**config.mk**
```make
export PLATFORM = sky130hd
export DESIGN_NAME = serial_subtractor_nbits_flat
export DESIGN_NICKNAME = d
export VERILOG_FILES = /design/src/rtl/serial_subtractor_nbits_if.sv /design/src/rtl/serial_subtractor_nbits.sv /design/src/flat_wrapper.sv
export SDC_FILE = /design/constraint.sdc
export NUM_CORES = 1
export LEC_CHECK = 0
export ABC_AREA = 1
export CAP_MARGIN = 20
export CORE_ASPECT_RATIO = 1.5
export CORE_MARGIN = 2
export CORE_UTILIZATION = 46
export CTS_CLUSTER_DIAMETER = 120
export DETAILED_ROUTE_END_ITERATION = 12
export GPL_TIMING_DRIVEN = 0
export PLACE_DENSITY_LB_ADDON = 0.12
export SYNTH_ARGS = -nofsm -noshare
export SYNTH_HDL_FRONTEND = slang
export SYNTH_SLANG_ARGS = --single-unit
```
**constraint.sdc**
```tcl
create_clock -name CLK_in -period 1.96 [get_ports CLK_in]
set_input_delay 0.294 -clock CLK_in [delete_from_list [all_inputs] [get_ports CLK_in]]
set_output_delay 0.294 -clock CLK_in [all_outputs]
set_load 0.03 [all_outputs]
```
**src/rtl/serial_subtractor_nbits_if.sv**
```systemverilog
// Handshake and operand/result bundle for the bit-serial subtractor.
// The master drives the start request and operands; the slave returns status and results.
interface serial_subtractor_nbits_if #(
  parameter int N = 8
);
  logic         Start_in;
  logic [N-1:0] A_in;
  logic [N-1:0] B_in;
  logic         Bor_in;
  logic         Busy_out;
  logic         Done_out;
  logic [N-1:0] D_out;
  logic         Bor_out;
  logic         Ovf_out;

  modport master (
    output Start_in, A_in, B_in, Bor_in,
    input  Busy_out, Done_out, D_out, Bor_out, Ovf_out
  );

  modport slave (
    input  Start_in, A_in, B_in, Bor_in,
    output Busy_out, Done_out, D_out, Bor_out, Ovf_out
  );
endinterface

```
**src/rtl/serial_subtractor_nbits.sv**
```systemverilog
// Bit-serial N-bit two's-complement subtractor, D = A - B - Bor_in.
// One full-subtractor bit per clock, LSB first, with a borrow flop carried
// between bits. Results are held until the next completion or reset.
module serial_subtractor_nbits #(
  parameter int N = 8
) (
  input  logic                        CLK_in,
  input  logic                        RST_in,
  serial_subtractor_nbits_if.slave    bus
);

  localparam int CW = $clog2(N);
  localparam logic [CW-1:0] LAST = CW'(N - 1);

  typedef enum logic [1:0] {IDLE, SHIFT, DONE} state_t;

  state_t         state;
  state_t         state_nxt;
  logic           accept;
  logic           busy;
  logic           done;

  logic [N-1:0]   a_sr;
  logic [N-1:0]   b_sr;
  // Holds the N-1 low result bits already produced; the MSB joins on the last step.
  logic [N-2:0]   d_sr;
  logic           bw;
  logic [CW-1:0]  cnt;
  logic           a_msb;
  logic           b_msb;

  logic [N-1:0]   d_q;
  logic           bor_q;
  logic           ovf_q;

  logic           d_bit;
  logic           w_nxt;
  logic [N-1:0]   sh;

  // Single-bit full subtractor: returns {borrow_out, difference}.
  function automatic logic [1:0] full_sub(input logic a, input logic b, input logic w);
    full_sub = {(~a & b) | (~(a ^ b) & w), a ^ b ^ w};
  endfunction

  // State register.
  always_ff @(posedge CLK_in) begin
    if (RST_in) state <= IDLE;
    else        state <= state_nxt;
  end

  // Next-state and status decode; a start is only honoured in IDLE or DONE.
  always_comb begin
    state_nxt = state;
    accept    = 1'b0;
    busy      = 1'b0;
    done      = 1'b0;
    case (state)
      IDLE: begin
        if (bus.Start_in) begin
          accept    = 1'b1;
          state_nxt = SHIFT;
        end
      end
      SHIFT: begin
        busy = 1'b1;
        if (cnt == LAST) state_nxt = DONE;
      end
      DONE: begin
        done = 1'b1;
        if (bus.Start_in) begin
          accept    = 1'b1;
          state_nxt = SHIFT;
        end else begin
          state_nxt = IDLE;
        end
      end
      default: state_nxt = IDLE;
    endcase
  end

  // Current bit of the subtraction and the result word as it would look after this step.
  always_comb begin
    {w_nxt, d_bit} = full_sub(a_sr[0], b_sr[0], bw);
    sh             = {d_bit, d_sr};
  end

  // Operand shift registers, borrow flop, counter and held result registers.
  always_ff @(posedge CLK_in) begin
    if (RST_in) begin
      a_sr  <= '0;
      b_sr  <= '0;
      d_sr  <= '0;
      bw    <= 1'b0;
      cnt   <= '0;
      a_msb <= 1'b0;
      b_msb <= 1'b0;
      d_q   <= '0;
      bor_q <= 1'b0;
      ovf_q <= 1'b0;
    end else if (accept) begin
      a_sr  <= bus.A_in;
      b_sr  <= bus.B_in;
      bw    <= bus.Bor_in;
      cnt   <= '0;
      a_msb <= bus.A_in[N-1];
      b_msb <= bus.B_in[N-1];
    end else if (state == SHIFT) begin
      a_sr <= a_sr >> 1;
      b_sr <= b_sr >> 1;
      bw   <= w_nxt;
      d_sr <= sh[N-1:1];
      cnt  <= cnt + 1'b1;
      if (cnt == LAST) begin
        d_q   <= sh;
        bor_q <= w_nxt;
        ovf_q <= (a_msb != b_msb) & (d_bit != a_msb);
      end
    end
  end

  assign bus.Busy_out = busy;
  assign bus.Done_out = done;
  assign bus.D_out    = d_q;
  assign bus.Bor_out  = bor_q;
  assign bus.Ovf_out  = ovf_q;

endmodule

```
**src/flat_wrapper.sv**
```systemverilog
// flat-port wrapper written by rule: the top's interface ports become plain ports
module serial_subtractor_nbits_flat 
#(
  parameter int N = 8
)
  (CLK_in, RST_in, bus_Start_in, bus_A_in, bus_B_in, bus_Bor_in, bus_Busy_out, bus_Done_out, bus_D_out, bus_Bor_out, bus_Ovf_out);
  serial_subtractor_nbits_if #(.N(N)) bus_i ();
  input  logic CLK_in;
  input  logic RST_in;
  input wire logic [$bits(bus_i.Start_in)-1:0] bus_Start_in;
  input wire logic [$bits(bus_i.A_in)-1:0] bus_A_in;
  input wire logic [$bits(bus_i.B_in)-1:0] bus_B_in;
  input wire logic [$bits(bus_i.Bor_in)-1:0] bus_Bor_in;
  output wire logic [$bits(bus_i.Busy_out)-1:0] bus_Busy_out;
  output wire logic [$bits(bus_i.Done_out)-1:0] bus_Done_out;
  output wire logic [$bits(bus_i.D_out)-1:0] bus_D_out;
  output wire logic [$bits(bus_i.Bor_out)-1:0] bus_Bor_out;
  output wire logic [$bits(bus_i.Ovf_out)-1:0] bus_Ovf_out;
  assign bus_i.Start_in = bus_Start_in;
  assign bus_i.A_in = bus_A_in;
  assign bus_i.B_in = bus_B_in;
  assign bus_i.Bor_in = bus_Bor_in;
  assign bus_Busy_out = bus_i.Busy_out;
  assign bus_Done_out = bus_i.Done_out;
  assign bus_D_out = bus_i.D_out;
  assign bus_Bor_out = bus_i.Bor_out;
  assign bus_Ovf_out = bus_i.Ovf_out;
  serial_subtractor_nbits #(.N(N)) u_core (.CLK_in(CLK_in), .RST_in(RST_in), .bus(bus_i));
endmodule
```
# == After elaboration in Yosys (flattened, before gate mapping) ==
# Cells that the tools add are included.
# op_classes
add_sub_neg,1
n_eq_ne,7
muxes,14
bitwise_logic,9
reduce_logical,7
# ops
op,count
2-to-1 mux 8 bit,4
2-to-1 mux 1 bit,7
case mux 2 bit (3 select lines),1
2-to-1 mux 2 bit,2
"!= test 2 bit, second input constant",2
AND reduction 2 bit,2
OR reduction 2 bit,2
"adder 3 x 1 -> 3 bit, second input constant",1
AND 1 bit,3
"equality test 3 bit, second input constant",1
NOT 1 bit,3
AND reduction 3 bit,1
"equality test 2 x 1 -> 1 bit, second input constant",1
"equality test 2 bit, second input constant",1
logical NOT 2 bit,1
!= test 1 bit,2
nonzero test 2 bit,1
bitwise XOR 1 bit,2
bitwise OR 1 bit,1
# totals
reg_bits,41
in_bits,20
output_inout_bits,12
elab_cells,49

# == Depth between registers and ports, before layout ==
# Gate-level depths: netlist (run 1).
# depth
depth_word,6
mapped_depth,8
mapped_depth_nobuf,8

# == Least setup slack after synthesis (run 1) ==
# OpenSTA, ideal clock, no wires.
# synth_path
path_type,register -> register
start,register u_core.b_sr[0]
end,"register u_core.ovf_q, in the netlist u_core.bus.Ovf_out"
setup_ns,0.110
arrival_ns,1.192
required_ns,1.850
setup_slack_ns,0.658
path_stages_with_launch,8
path_buffers,0
period_less_slack_ns,1.302
path_cell_list,dfxtp_1 -> inv_1 -> fa_1 -> inv_1 -> nand3_1 -> nand3_1 -> nand3_1 -> inv_1
# synth_via
elab_chain_cells,4
# synth_rtl
item,line_no,rtl
start: declaration,serial_subtractor_nbits.sv:24,logic [N-1:0] b_sr;
start signal: assignment,serial_subtractor_nbits.sv:102,b_sr <= bus.B_in;
start signal: assignment,serial_subtractor_nbits.sv:109,b_sr <= b_sr >> 1;
bitwise XOR 1 bit (2 in series),serial_subtractor_nbits.sv:42,"full_sub = {(~a & b) | (~(a ^ b) & w), a ^ b ^ w};"
net u_core.d_bit,serial_subtractor_nbits.sv:36,logic d_bit;
!= test 1 bit,serial_subtractor_nbits.sv:116,ovf_q <= (a_msb != b_msb) & (d_bit != a_msb);
AND 1 bit,serial_subtractor_nbits.sv:116,
end signal: assignment,serial_subtractor_nbits.sv:116,
end: declaration,serial_subtractor_nbits.sv:34,logic ovf_q;
# The timed path passes the listed nets, and every way through them passes these cells.
# A chain may end at the register's enable or synchronous reset.

# == Worst setup path in the final report (run 1) ==
# layout_path
start,register u_core.state[1]
end,output bus_Done_out
# layout_via
elab_chain_cells,2
# layout_rtl
item,line_no,rtl
start: declaration,serial_subtractor_nbits.sv:17,state_t state;
start signal: assignment,serial_subtractor_nbits.sv:48,else state <= state_nxt;
equality test 2 bit,serial_subtractor_nbits.sv:57,case (state)
2-to-1 mux 1 bit,serial_subtractor_nbits.sv:57,
end: declaration,flat_wrapper.sv:15,output wire logic [$bits(bus_i.Done_out)-1:0] bus_Done_out;
# Every way passes these cells.

==> qor_table.md, run 1 <==
| Step | Item | Reported |
| --- | --- | --- |
| global route | Met3 routing resource usage after global routing | 0.0395 |
| worst setup path | Critical path startpoint | u_core.state[1] |
| sta | Worst clock skew | 0.00561 ns |
| logic synthesis | Dominant combinational cell family by area after synthesis | simple AND/OR/NAND/NOR gates |
| routing | Number of remaining DRC errors | 0 |
| finish | Number of nets in the final layout | 308 |
| power and ir drop | Switching share of power | 0.251 |
| worst setup path | CP Max Fanout | 4 |
| logic synthesis | Most common flop cell mapped by yosys | dfxtp_1 |
| logic synthesis | Number of synthesis warnings | 0 |
| finish | Layout cell share with drive strength beyond 1 | 0.0734 |
| global route | Global-route congestion overflow total | 0 |
| global route | Global route hottest layer | met2 |
| routing | Pre-Repair DR Iteration Count | 4 |
| sta | Total negative slack | 0 ns |
| run | Number of max-cap violations | 0 |
| clock tree | Sinks on Clock Net | 41 |
| worst setup path | Family with the most delay on the worst path | buffers and inverters |
| floorplan | Row count | 27 |
| finish | Number of inserted diodes | 0 |
| global route | Met2 GRT Util | 0.372 |
| sta | Setup Viol. Count Final | 0 |
| power and ir drop | Flop pwr share | 0.486 |
| routing | Count of antenna-violating nets left after detailed routing | 0 |
| power and ir drop | Clock Power Share | 0.380 |
| clock tree | Number of gates resized after CTS | 1 |
| sta | Slew Limit Fails | 0 |
| power and ir drop | Worst IR drop on VDD | 611 uV |
| routing | Vias | 1585 |
| routing | Detailed Route WL | 3900 um |
| worst setup path | Crit path to | bus_Done_out |
| finish | Area of all placed cells without fillers | 2210 um2 |
| logic synthesis | Synthesized-area fraction occupied by adder cells | 0.0260 |
| sta | Final critical-path share of the clock period | 0.910 |
| sta | Measured slew at the worst slew-check pin | 0.524 ns |
| clock tree | Post-CTS repair timing setup buffer count | 0 |
| clock tree | Post-cts hold buffer count | 0 |
| placement | Detailed placement HPWL | 2850 um |
| logic synthesis | Number of storage elements in the synthesis netlist | 41 |
| logic synthesis | Number of enable flip-flop cells after synthesis | 0 |
| logic synthesis | Share of cell area taken by muxes after synthesis | 0 |
| routing | Wire length per cell after detailed routing | 11.9 um |
| global route | Global-route met1 utilization | 0.234 |
| finish | Filler Cells Inserted | 366 |
| sta | Tightest slew margin relative to the limit | 0.650 |
| logic synthesis | Seq/Total Area, Yosys | 0.474 |
| logic synthesis | Compound-cell area share of the yosys netlist | 0.109 |
| clock tree | Root buffer cell | clkbuf_8 |
| worst setup path | Data required time at the worst endpoint | 1.67 ns |
| worst setup path | Data arrival time of the worst path | 1.49 ns |
| power and ir drop | Pwr per Cell Area | 846 nW/um2 |
| power and ir drop | Lkg Pwr | 1.03 nW |
| floorplan | Die Outline Area | 4280 um2 |
| logic synthesis | Fraction of synthesis flops using an asynchronous set or reset pin | 0 |
| sta | Hold violation total from the final report | 0 |
| power and ir drop | Reported net switching power | 0.000470 W |
| placement | Routability cong. | 0.781 |
| floorplan | Initial Util | 0.475 |
| power and ir drop | Internal power consumption | 0.00140 W |
| worst setup path | End of the worst register-to-register path | u_core.bus.D_out[2] |
| clock tree | Maximum level of the CTS H-tree | 2 |
| worst setup path | Setup crit end kind | output port |
| floorplan | Width of the die | 54.1 um |
| worst setup path | Worst stage delay on the critical path | 0.67 ns |
| logic synthesis | Mapped Avg Cell Area | 7.01 um2 |
| logic synthesis | Number of different library cells in the post-synthesis netlist | 20 |
| clock tree | Clk_lat worst skew | 0.29 ns |
| sta | Max frequency | 561 MHz |
| clock tree | Total CTS buffers | 5 |
| logic synthesis | Mapped Nets | 270 |
| worst setup path | Number of cells on the critical path | 3 |
| sta | Clock period minus worst slack | 1.78 ns |
| min path | Min-Delay Path Class | register to register |
| routing | Iteration-0 DRC Markers | 40 |
| finish | Layout area overhead | 27.7% |
| worst setup path | CP bufs+invs | 2 |
| worst setup path | Worst Reg2Reg Path Length in Cells | 8 |
| worst setup path | Register-to-Register Setup Slack | 0.50 ns |
| global route | First-pass GRT wire length | 6530 um |
| logic synthesis | Xor and xnor area share after synthesis | 0.00506 |
| worst setup path | Cell Chain, Critical Path | inv_1 -> nor2_1 -> clkdlybuf4s50_1 |
| worst setup path | Crit Path Category | register to output port |
| floorplan | Number of top-level pins | 32 |
| worst setup path | Beginning of the worst register-to-register path | u_core.cnt[0] |
| floorplan | Placeable core region | 3650 um2 |
| worst setup path | Critical Path Start Type | register |
| sta | Setup repair after global routing missed its margin | no |
| clock tree | Deepest clock path buffer count | 2 |
| clock tree | Clock-pin slew reported for the worst setup and hold paths after clock tree synthesis | 0.08 ns |
| logic synthesis | Syn Inst Count | 247 |
| floorplan | Vertical die dimension | 79.1 um |
| power and ir drop | Comb pwr share | 0.134 |
| routing | Per-cell via count in the routed design | 4.82 |
| logic synthesis | Simple-Gate Fraction of Synth Area | 0.273 |
| global route | Pin count of the biggest net entering global routing | 14 |
| placement | Number of port buffers | 31 |
| global route | Vias in the first global route | 1473 |
| global route | Antenna violations before repair | 0 |
| placement | Total cell area at the placement stage | 2100 um2 |
| global route | Overall track demand over capacity in global routing | 0.210 |
| worst setup path | Max stage delay cell, worst path | clkdlybuf4s50_1 |
| clock tree | CTS tree | done |
| logic synthesis | Synthesized area | 1730 um2 |
| status | Run status | complete, no violations |
## power groups by stage
stage          logic [W]  registers [W]  clock network [W]
5_1_grt         0.000285       0.000917           0.000750
3_5_place_dp    0.000252       0.000930                  0
6_report        0.000250       0.000910           0.000711
4_1_cts         0.000254       0.000910           0.000722
2_1_floorplan   0.000165       0.000922                  0
3_3_place_gp    0.000248       0.000928                  0
## layer usage
layer | vias up | part of all wire
met5 | - | 0
met4 | 0 | 0.018
met3 | 5 | 0.028
met2 | 28 | 0.54
met1 | 716 | 0.41
li1 | 836 | -
## area by class of cell
| cell class | instances | area, um2 | share of cell area |
|---|---|---|---|
| clock inverter | 2 | 37.5 | 0.0170 |
| timing repair buffer | 31 | 305 | 0.138 |
| tap | 43 | 53.8 | 0.0243 |
| buffer | 10 | 56.3 | 0.0255 |
| sequential | 41 | 821 | 0.371 |
| inverter | 37 | 139 | 0.0628 |
| multi-input combinational | 159 | 716 | 0.324 |
| clock buffer | 6 | 82.6 | 0.0374 |
## layout by cell type, fill, tap and decap left out
cell type / Yosys / routed
dfxtp_1: 41 / 41
clkbuf_1: 3 / 3
nand2_2: 1 / 1
nand4_1: 1 / 1
buf_2: 3 / 3
o22ai_1: 1 / 1
nand2_1: 49 / 49
inv_1: 35 / 35
buf_4: 4 / 4
clkbuf_2: 0 / 1
a211oi_1: 1 / 1
xor2_1: 1 / 1
o21ai_0: 22 / 22
o21ai_1: 1 / 1
bufinv_16: 0 / 1
nor2_2: 2 / 2
nand3_1: 16 / 16
nor2_1: 49 / 49
clkbuf_8: 0 / 6
ha_1: 2 / 2
clkinvlp_4: 0 / 1
fa_1: 1 / 1
clkdlybuf4s50_1: 0 / 30
a21oi_1: 12 / 12
inv_2: 2 / 2
## flip-flops by register name (all words and copies together), names as in the netlist
signal	cells
u_core.a_sr	8
u_core.b_sr	8
u_core.bus.D_out	8
u_core.d_sr	7
u_core.cnt	3
u_core.state	2
u_core.a_msb	1
u_core.b_msb	1
u_core.bus.Bor_out	1
u_core.bus.Ovf_out	1
u_core.bw	1
## synthesized netlist by cell type, drive strengths merged (2+ instances only)
cell type | n | area share
ha | 2 | 0.014
nand2 | 50 | 0.11
o21ai | 23 | 0.066
nand3 | 16 | 0.046
dfxtp | 41 | 0.47
clkbuf | 3 | 0.0065
buf | 7 | 0.026
nor2 | 51 | 0.11
a21oi | 12 | 0.035
inv | 37 | 0.080
## through the flow
stage / hold WS (ns) / worst slack [ns] / power, W / utilization / cells
after CTS: 0.474 / 0.0702 / 0.00189 / 0.607 / 329
after global routing: 0.484 / 0.0818 / 0.00195 / 0.606 / 329
after floorplan: 0.436 / 0.658 / 0.00109 / - / 247
final: 0.465 / 0.177 / 0.00187 / 0.606 / 329
after global placement: 0.452 / 0.125 / 0.00118 / 0.574 / 321
after detailed placement: 0.462 / 0.117 / 0.00118 / 0.574 / 321
## logic make-up after synthesis
| family | count (synthesis) |
|---|---|
| xor+xnor | 1 |
| flops | 41 |
| buf+inv | 47 |
| simple gates | 118 |
| compound gates | 37 |
| fa+ha+maj | 3 |
## worst reg2reg max path, delay by kind of cell (launching register included)
family	cells	cell delay, ns
fa+ha+maj	2	0.34
buf+inv	2	0.19
flops	1	0.36
simple gates	4	0.53
## worst min path at each step
stage | cells after the start | slack [ns] | from | to
after CTS | 2 | 0.47 | u_core.a_sr[7] | u_core.a_sr[7]
after global placement | 2 | 0.45 | u_core.d_sr[1] | u_core.bus.D_out[1]
after floorplan | 2 | 0.44 | u_core.d_sr[1] | u_core.bus.D_out[1]
after global routing | 2 | 0.48 | u_core.cnt[1] | u_core.cnt[1]
after detailed placement | 2 | 0.46 | u_core.a_sr[7] | u_core.a_sr[7]
final | 2 | 0.47 | u_core.a_sr[7] | u_core.a_sr[7]
Power figures use the tool's default switching activity.
==> run 2: changes to the inputs <==
Settings changed: CORE_UTILIZATION 46 to 55.
==> run 2 against run 1 <==
Compared with the run above: total power down 9.1%; sequential cell count unchanged; cell area down 1.5%; register-to-register slack worse by 0.06 ns; largest power group unchanged; highest routed layer unchanged.
==> qor_table.md, run 2 (synthesis gave the netlist of run 1 again) <==
| Step | Item | Reported |
| --- | --- | --- |
| status | Run status | complete, no violations |
| clock tree | Total CTS buffers | 5 |
| floorplan | Row count | 25 |
| sta | Max frequency | 528 MHz |
| power and ir drop | Pwr per Cell Area | 781 nW/um2 |
| floorplan | Placeable core region | 3070 um2 |
| worst setup path | Worst Reg2Reg Path Length in Cells | 8 |
| finish | Number of inserted diodes | 0 |
| clock tree | Clk_lat worst skew | 0.30 ns |
| sta | Slew Limit Fails | 0 |
| finish | Area of all placed cells without fillers | 2180 um2 |
| clock tree | Post-cts hold buffer count | 0 |
| floorplan | Die Outline Area | 3620 um2 |
| sta | Hold violation total from the final report | 0 |
| placement | Number of port buffers | 31 |
| global route | Overall track demand over capacity in global routing | 0.235 |
| worst setup path | End of the worst register-to-register path | u_core.bus.D_out[1] |
| sta | Clock period minus worst slack | 1.89 ns |
| worst setup path | Crit Path Category | register to output port |
| floorplan | Number of top-level pins | 32 |
| clock tree | Maximum level of the CTS H-tree | 2 |
| sta | Final critical-path share of the clock period | 0.966 |
| placement | Detailed placement HPWL | 2910 um |
| global route | Pin count of the biggest net entering global routing | 14 |
| worst setup path | Critical Path Start Type | register |
| finish | Layout area overhead | 25.8% |
| routing | Number of remaining DRC errors | 0 |
| global route | Vias in the first global route | 1463 |
| finish | Filler Cells Inserted | 293 |
| finish | Layout cell share with drive strength beyond 1 | 0.0699 |
| routing | Count of antenna-violating nets left after detailed routing | 0 |
| routing | Pre-Repair DR Iteration Count | 4 |
| placement | Worst Setup Slack post-DPL | 0.102 ns |
| placement | Routability cong. | 0.819 |
| worst setup path | CP Max Fanout | 10 |
| routing | Iteration-0 DRC Markers | 39 |
| placement | Total cell area at the placement stage | 2090 um2 |
| floorplan | Vertical die dimension | 72.7 um |
| global route | Antenna violations before repair | 0 |
| sta | Measured slew at the worst slew-check pin | 0.513 ns |
| sta | Setup repair after global routing missed its margin | no |
| clock tree | CTS tree | done |
| routing | Detailed Route WL | 3920 um |
| worst setup path | Data required time at the worst endpoint | 1.67 ns |
| sta | Setup Viol. Count Final | 0 |
| routing | Vias | 1633 |
| sta | Final WS setup | 0.0673 ns |
| finish | Most frequent cells in the layout | nor2_1, nand2_1, dfxtp_1 |
| routing | Wire length per cell after detailed routing | 12.0 um |
| worst setup path | Data arrival time of the worst path | 1.60 ns |
| routing | Per-cell via count in the routed design | 5.01 |
| clock tree | Clock-pin slew reported for the worst setup and hold paths after clock tree synthesis | 0.07 ns |
| clock tree | Root buffer cell | clkbuf_8 |
| global route | Global-route congestion overflow total | 0 |
| worst setup path | Critical path startpoint | u_core.state[0] |
| floorplan | Initial Util | 0.565 |
| worst setup path | Beginning of the worst register-to-register path | u_core.cnt[0] |
| floorplan | Width of the die | 49.8 um |
| run | Number of max-cap violations | 0 |
| power and ir drop | Worst IR drop on VDD | 799 uV |
| clock tree | Deepest clock path buffer count | 2 |
| power and ir drop | Lkg Pwr | 1.02 nW |
| worst setup path | Register-to-Register Setup Slack | 0.44 ns |
| worst setup path | Crit path to | bus_Busy_out |
| sta | Tightest slew margin relative to the limit | 0.657 |
| clock tree | Sinks on Clock Net | 41 |
| sta | Worst clock skew | 0.00579 ns |
| global route | First-pass GRT wire length | 6340 um |
| finish | Number of nets in the final layout | 308 |
| sta | Total negative slack | 0 ns |
| min path | Min-Delay Path Class | register to register |
| worst setup path | Setup crit end kind | output port |
[run 2: changes by cell type in the layout (fill, tap and decap cells not counted), sizes merged]
| cell | before | now |
|---|---|---|
| clkbuf | 10 | 8 |
| clkinv | 0 | 2 |
| bufinv | 1 | 0 |
| clkdlybuf4s15 | 0 | 1 |
[run 2: metrics by stage]
stage / total power [W] / hold slack [ns] / util / instances
final: 0.00170 / 0.457 / 0.711 / 326
after global routing: 0.00178 / 0.482 / 0.711 / 326
after CTS: 0.00171 / 0.462 / 0.710 / 326
after detailed placement: 0.00118 / 0.453 / 0.682 / 318
after global placement: 0.00117 / 0.449 / 0.682 / 318
after floorplan: 0.00109 / 0.436 / - / 247
[run 2: worst min-delay path by stage]
stage / slack [ns] / cells past startpoint / start / end
after floorplan: 0.44 / 2 / u_core.d_sr[1] / u_core.bus.D_out[1]
after global placement: 0.45 / 2 / u_core.d_sr[2] / u_core.bus.D_out[2]
after detailed placement: 0.45 / 2 / u_core.d_sr[2] / u_core.bus.D_out[2]
after CTS: 0.46 / 2 / u_core.d_sr[2] / u_core.bus.D_out[2]
after global routing: 0.48 / 2 / u_core.d_sr[2] / u_core.bus.D_out[2]
final: 0.46 / 2 / u_core.d_sr[2] / u_core.bus.D_out[2]
[run 2: timing repair]
item | CTS | global route
buffers inserted | 0 | 0
resized for setup | 1 | 1
setup endpoints to repair | 1 | 1
[run 2: worst max-delay path: stages (launching register included)]
cell and delay, ns:
dfxtp_1 0.44, inv_2 0.07, nor2_2 0.14, buf_2 0.26
clkdlybuf4s15_1 0.40
[run 2: layout make-up]
class	count	area, um2	area share
sequential	41	821	0.377
multi-input combinational	159	716	0.329
timing repair buffer	31	310	0.142
inverter	37	139	0.0638
clock buffer	5	68.8	0.0316
buffer	10	56.3	0.0258
tap	40	50.0	0.0230
clock inverter	3	17.5	0.00804
[run 2: routing by layer]
metal / wire length (um) / track usage
met5: 0 / 0
met2: 2070 / 0.440
met3: 164 / 0.0553
met4: 95 / 0.114
met1: 1580 / 0.239
[run 2: report_power, final]
part | leakage (nW) | switching, W | total (W) | internal (W)
Combinational | 0.640 | 0.000148 | 0.000254 | 0.000106
Clock | 0.0439 | 0.000292 | 0.000537 | 0.000246
Sequential | 0.336 | 0.0000279 | 0.000910 | 0.000882
Total | 1.02 | 0.000467 | 0.00170 | 0.00123
